<file path="src/rtl/mac_ifmaps_multirow_fifo.sv">
// Multi-row ifmaps FIFO between the ifmaps loader and the MAC PE rows.
// Each entry holds NUM_ROWS row words. The read port is registered and pulses out_valid for one cycle per read.
module mac_ifmaps_multirow_fifo #(
   parameter int DATA_WIDTH = 8,
   parameter int NUM_ROWS   = 5,
   parameter int DEPTH      = 4,
   parameter int AF_MARGIN  = 1,
   parameter int AE_MARGIN  = 1,
   localparam int W  = NUM_ROWS * DATA_WIDTH,
   localparam int PW = $clog2(DEPTH),
   localparam int CW = $clog2(DEPTH + 1)
) (
   input  logic          clk,
   input  logic          rst,
   input  logic          flush,
   input  logic [W-1:0]  ifmaps_in,
   input  logic          ifmaps_input_valid,
   input  logic          fifo_read,
   output logic [W-1:0]  ifmaps_out,
   output logic          ifmaps_out_valid,
   output logic [CW-1:0] fifo_count,
   output logic          fifo_full,
   output logic          fifo_empty,
   output logic          almost_full,
   output logic          almost_empty,
   output logic          overflow_err,
   output logic          underflow_err
);

   logic [W-1:0]  mem [DEPTH];
   logic [PW-1:0] wr_ptr, rd_ptr;
   logic          read_en, write_en;

   always_comb begin
      fifo_full    = (fifo_count == CW'(DEPTH));
      fifo_empty   = (fifo_count == '0);
      almost_full  = (fifo_count >= CW'(DEPTH - AF_MARGIN));
      almost_empty = (fifo_count <= CW'(AE_MARGIN));
      // A pop frees the slot the same cycle, so a full FIFO still takes a write alongside a read.
      read_en      = fifo_read & ~fifo_empty & ~flush;
      write_en     = ifmaps_input_valid & (~fifo_full | fifo_read) & ~flush;
   end

   function automatic logic [PW-1:0] ptr_next(input logic [PW-1:0] p);
      return (p == PW'(DEPTH - 1)) ? '0 : p + PW'(1);
   endfunction

   // The entry storage has no reset, so it is written in its own block.
   always_ff @(posedge clk) begin
      if (write_en) mem[wr_ptr] <= ifmaps_in;
   end

   always_ff @(posedge clk or posedge rst) begin
      if (rst) begin
         wr_ptr           <= '0;
         rd_ptr           <= '0;
         fifo_count       <= '0;
         ifmaps_out       <= '0;
         ifmaps_out_valid <= 1'b0;
         overflow_err     <= 1'b0;
         underflow_err    <= 1'b0;
      end else if (flush) begin
         wr_ptr           <= '0;
         rd_ptr           <= '0;
         fifo_count       <= '0;
         ifmaps_out_valid <= 1'b0;
         overflow_err     <= 1'b0;
         underflow_err    <= 1'b0;
      end else begin
         ifmaps_out_valid <= read_en;
         if (write_en) wr_ptr <= ptr_next(wr_ptr);
         if (read_en) begin
            rd_ptr     <= ptr_next(rd_ptr);
            ifmaps_out <= mem[rd_ptr];
         end
         case ({write_en, read_en})
            2'b10:   fifo_count <= fifo_count + CW'(1);
            2'b01:   fifo_count <= fifo_count - CW'(1);
            default: fifo_count <= fifo_count;
         endcase
         if (ifmaps_input_valid & ~write_en) overflow_err  <= 1'b1;
         if (fifo_read & fifo_empty)         underflow_err <= 1'b1;
      end
   end

endmodule

</file>
<file path="config.mk">
export PLATFORM = sky130hd
export DESIGN_NAME = mac_ifmaps_multirow_fifo
export DESIGN_NICKNAME = d
export VERILOG_FILES = /design/src/rtl/mac_ifmaps_multirow_fifo.sv
export SDC_FILE = /design/constraint.sdc
export NUM_CORES = 1
export LEC_CHECK = 0
export ABC_AREA = 1
export CORE_UTILIZATION = 55
export DETAILED_ROUTE_END_ITERATION = 10
export GPL_TIMING_DRIVEN = 1
export PLACE_DENSITY = 0.85
export SYNTH_ARGS = -nofsm -noshare
export SYNTH_HDL_FRONTEND = slang
export SYNTH_SLANG_ARGS = --single-unit
</file>
<file path="constraint.sdc">
create_clock -name clk -period 7.8 [get_ports clk]
set_input_delay 1.17 -clock clk [delete_from_list [all_inputs] [get_ports clk]]
set_output_delay 1.17 -clock clk [all_outputs]
set_load 0.005 [all_outputs]
</file>
Word level (Yosys, flattened, before mapping)
Memories as Yosys holds them, arrays and structs flattened. A register that Yosys moved wholly into a read port is not among the register bits.
Cells that the tools add are included.
{"block": "word_totals", "ramBits": 160, "inputBits": 45, "n_memories": 1, "elab_cells": 51, "reg_bits": 10, "out_inout_bits": 50}
{"block": "op_classes", "n_bitwise": 11, "eq_ne": 5, "n_addsub": 4, "n_mux": 15, "reduce_logical": 7, "magnitude_cmp": 2}
{"name": "mem", "words": 4, "width": 40, "read_ports": 1, "rd_ports_with_merged_regs": 1, "wr": 1, "line_no": "30", "rtl": "logic [W-1:0] mem [DEPTH];"}
{"cell": "$mux 2", "n": 6}
{"cell": "$reduce_bool 2->1", "n": 4}
{"cell": "$mux 1", "n": 7}
{"cell": "$and 1x1->1", "n": 6}
{"cell": "$eq 2x2->1 const B", "n": 3}
{"cell": "$pmux 3 s2", "n": 1}
{"cell": "$add 2x1->2 const B", "n": 2}
{"cell": "$not 1->1", "n": 4}
{"cell": "$add 3x1->3 const B", "n": 1}
{"cell": "$eq 3x3->1 const B", "n": 1}
{"cell": "$ge 3x2->1 const B", "n": 1}
{"cell": "$le 3x1->1 const B", "n": 1}
{"cell": "$logic_not 3->1", "n": 1}
{"cell": "$mux 3", "n": 1}
{"cell": "$reduce_bool 3->1", "n": 1}
{"cell": "$sub 3x1->3 const B", "n": 1}
{"cell": "$eq 2x1->1 const B", "n": 1}
{"cell": "$reduce_and 2->1", "n": 1}
{"cell": "$or 1x1->1", "n": 1}

Longest topological paths before layout
{"block": "depth", "depth_word": 9, "depth_mapped": 10, "mapped_depth_nobuf": 10}

Worst setup path before layout
OpenSTA, ideal clock, no wires.
{"block": "synth_timing", "path_kind": "input-to-reg", "start": "input port flush", "end": "memory mem[0][0] (netlist bit) (enable)", "required_time_ns": 7.363, "slack_ns": 4.069, "cell_stages": 4, "t_arrival_ns": 3.293, "path_buffers": 1, "setup_time_ns": 0.437, "cell_sequence": "inv_1 > buf_4 > nand3_1 > nor2_1"}
{"block": "synth_via", "elab_chain_len": 4}
{"item": "start, declared", "line_no": "15", "rtl": "input logic flush,"}
{"item": "$not 1->1 (no line)"}
{"item": "$and 1x1->1", "line_no": "41", "rtl": "write_en = ifmaps_input_valid & (~fifo_full | fifo_read) & ~flush;"}
{"item": "$mux 1", "line_no": "50", "rtl": "if (write_en) mem[wr_ptr] <= ifmaps_in;"}
{"item": "$mux 1 (not written as such)", "line_no": "50"}
{"item": "end, declared", "line_no": "30"}
Every way passes these cells.

Worst setup path in the final report
{"block": "layout_timing", "start": "register fifo_count[0]", "end": "output port fifo_empty"}
{"block": "layout_via", "elab_chain_len": 1}
{"item": "start, declared", "line_no": "21", "rtl": "output logic [CW-1:0] fifo_count,"}
{"item": "start signal, assigned", "line_no": "77", "rtl": "2'b10: fifo_count <= fifo_count + CW'(1);"}
{"item": "start signal, assigned", "line_no": "78", "rtl": "2'b01: fifo_count <= fifo_count - CW'(1);"}
{"item": "start signal, assigned", "line_no": "79", "rtl": "default: fifo_count <= fifo_count;"}
{"item": "$logic_not 3->1", "line_no": "36", "rtl": "fifo_empty = (fifo_count == '0);"}
{"item": "end, declared", "line_no": "23", "rtl": "output logic fifo_empty,"}
Every way passes these cells.

==> flow_summary.toml <==
[die]
die-area_um2 = 15300
io_pins = 95
dieWidth_um = 124
dieHeight_um = 124
rows = 44
coreArea_um2 = 14500
initial_core_util = 0.561

[routing]
wl_per_cell_um = 17.5
post-route-drc-count = 0
drt_iter0_drc = 397
wl_mm = 16.3
ant_nets = 0
routed_via_density = 5.56
vias = 5164
drt_pre_antenna_iters = 5

[synthesis]
ys_warn_count = 0
synthAdderAreaFrac = 0.0154
synthArstFlopShare = 0.238
synth_seq_area_share = 0.746
yosys.area_share.simple = 0.116
synth_top_cell_by_area = "edfxtp_1"
yosys-mux-area-fraction = 0
syn_nets = 696
synthFlopType = "edfxtp_1"
yosysTopAreaCellShare = 0.592
postSynthAreaPerCell_um2 = 12.7
syn_inst = 641
synth_xor_area_frac = 0.00216
syn_area_um2 = 8120
synth_area_leaders = "edfxtp_1, dfrtp_1, nand2_1, nor2_1, o21ai_0"
synth_compound_area_frac = 0.0875
ys_ff_latch = 210
synth_top_family_by_area = "simple AND/OR/NAND/NOR gates"
yosysUniqueCellTypes = 27
synth_edf_count = 160

[critical_path]
critPathCaptureType = "output port"
worstSetupPathType = "reg -> out"
crit_arrival_ns = 2.05
start_kind = "register"
cp_max_fo = 6
required_ns = 6.63

[final_layout]
final_core_util = 0.677
n_antenna_cell = 0
mostFrequentLayoutCell = "edfxtp_1"
drive_gt1_frac = 0.0726
layout_common_cells = "edfxtp_1, nand2_1, clkdlybuf4s50_1, nor2_1, o21ai_0"
area_delta_synth_final_pct = 20.7
fillers = 1008
multiInputGateArea_um2 = 1820
regArea_um2 = 6060
nets = 785
final_cells = 928

[power_and_ir_drop]
power_mw = 2.86
power_density_nw_per_um2 = 292
p_leak_nw = 3.70
ir_drop_uv = 206

[timing]
max_freq_mhz = 311
layout_min_cycle_time_ns = 3.22
tns_ns = 0
period_share = 0.413
fin_worst_skew_ns = 0.0167
drv_slew = 0
worst_pin_slew_ns = 1.15
rsz0062_at_grt = "false"
finalSetupViolCount = 0
finalHoldViolCount = 0
relSlewSlack = 0.233

[clocking]
cts_buffers = 21
cts.hold.buffers_added = 0
clkLatencyLatePin_ns = 0.49
clock_path_buffers = 3
root_buffer = "clkbuf_16"
cts_tree = "done"
cts_resized = 0
h-tree-depth = 1
cts.sinks = 210
post-cts-setup-buffers = 0
clk_pin_slew_worst_paths_ns = 0.06

[placement]
place_congestion = 0.748
dp.final_hpwl_mm = 9.10
placed_cells = 891
io_buffers = 94

[global_routing]
antenna_found_initial = 0
grt_pass1_wl_mm = 25.3
grt_max_degree = 83
grt_usage = 0.220
first_global_vias = 5160
grt_overflow = 0

[worst_hold_path]
hold_class = "reg -> reg"

[flow_run]
max_cap_violations = 0

[status]
status = "complete, no violations"
==> registers in the layout, summed over array words and instances (netlist names) <==
signal / count
mem: 160
ifmaps_out: 40
fifo_count: 3
rd_ptr: 2
wr_ptr: 2
ifmaps_out_valid: 1
overflow_err: 1
underflow_err: 1
==> report_power, final <==
part / internal (mW) / total, mW / switching, mW / leakage, nW
combinational: 0.288 / 0.543 / 0.255 / 1.31
clock: 0.521 / 0.903 / 0.382 / 0.311
sequential: 1.34 / 1.41 / 0.0715 / 2.08
==> final cells by class <==
| type | count | share of cell area |
|---|---|---|
| tap | 184 | 0.0235 |
| timing repair buffer | 101 | 0.101 |
| multi-input combinational | 377 | 0.186 |
| clock inverter | 9 | 0.00409 |
| inverter | 19 | 0.00779 |
| clock buffer | 28 | 0.0594 |
| sequential | 210 | 0.618 |
==> cell usage after synthesis, drive strengths merged (2+ instances only) <==
| library cell | instances |
|---|---|
| o21ai | 86 |
| o22ai | 40 |
| nand2 | 136 |
| nand3 | 6 |
| edfxtp | 160 |
| nand4 | 2 |
| clkbuf | 12 |
| inv | 19 |
| o21a | 2 |
| nor2 | 90 |
| dfrtp | 50 |
| a21oi | 3 |
| buf | 23 |
| ha | 10 |
==> metal layers <==
layer | share of wire | GRT usage | up-vias
met4 | 0.019 | 0.0761 | 0
met2 | 0.51 | 0.379 | 187
met1 | 0.40 | 0.279 | 2528
li1 | - | - | 2426
met3 | 0.072 | 0.0457 | 23
met5 | 0 | 0 | -
==> worst max-delay path, cell delays in order (launching register included) <==
cell and delay (ns):
dfrtp_1 0.42, inv_1 0.18, ha_1 0.30, nand2_4 0.11, inv_1 0.06, clkdlybuf4s50_1 0.48
==> cell families after synthesis <==
| logic type | Yosys count |
|---|---|
| AO/OA/AOI/OAI | 131 |
| XOR/XNOR | 2 |
| adder cells (fa/ha/maj) | 10 |
| buffers and inverters | 54 |
| flip-flops | 210 |
| AND/OR/NAND/NOR | 234 |
==> path summary, 6_finish.rpt <==
check | start | end | slack [ns] | depth (start not counted)
min | ifmaps_out[16] | ifmaps_out[16] | 0.48 | 2
min reg2reg | ifmaps_out[16] | ifmaps_out[16] | 0.48 | 2
min in group asynchronous | rst | wr_ptr[0] | 1.32 | 2
max reg2reg | fifo_count[0] | mem[3][9] | 5.38 | 6
max | fifo_count[0] | fifo_empty | 4.58 | 5
max in group asynchronous | rst | rd_ptr[0] | 5.71 | 2
==> per-stage QoR <==
stage	worst slack (ns)	cell area [µm²]	hold slack [ns]
after floorplan	4.07	8120	0.472
after global placement	4.42	9180	0.462
after detailed placement	4.33	9180	0.466
after CTS	4.57	9800	0.486
after global routing	4.48	9800	0.506
final	4.58	9800	0.476
No activity file was read; power rests on OpenSTA's default activity.
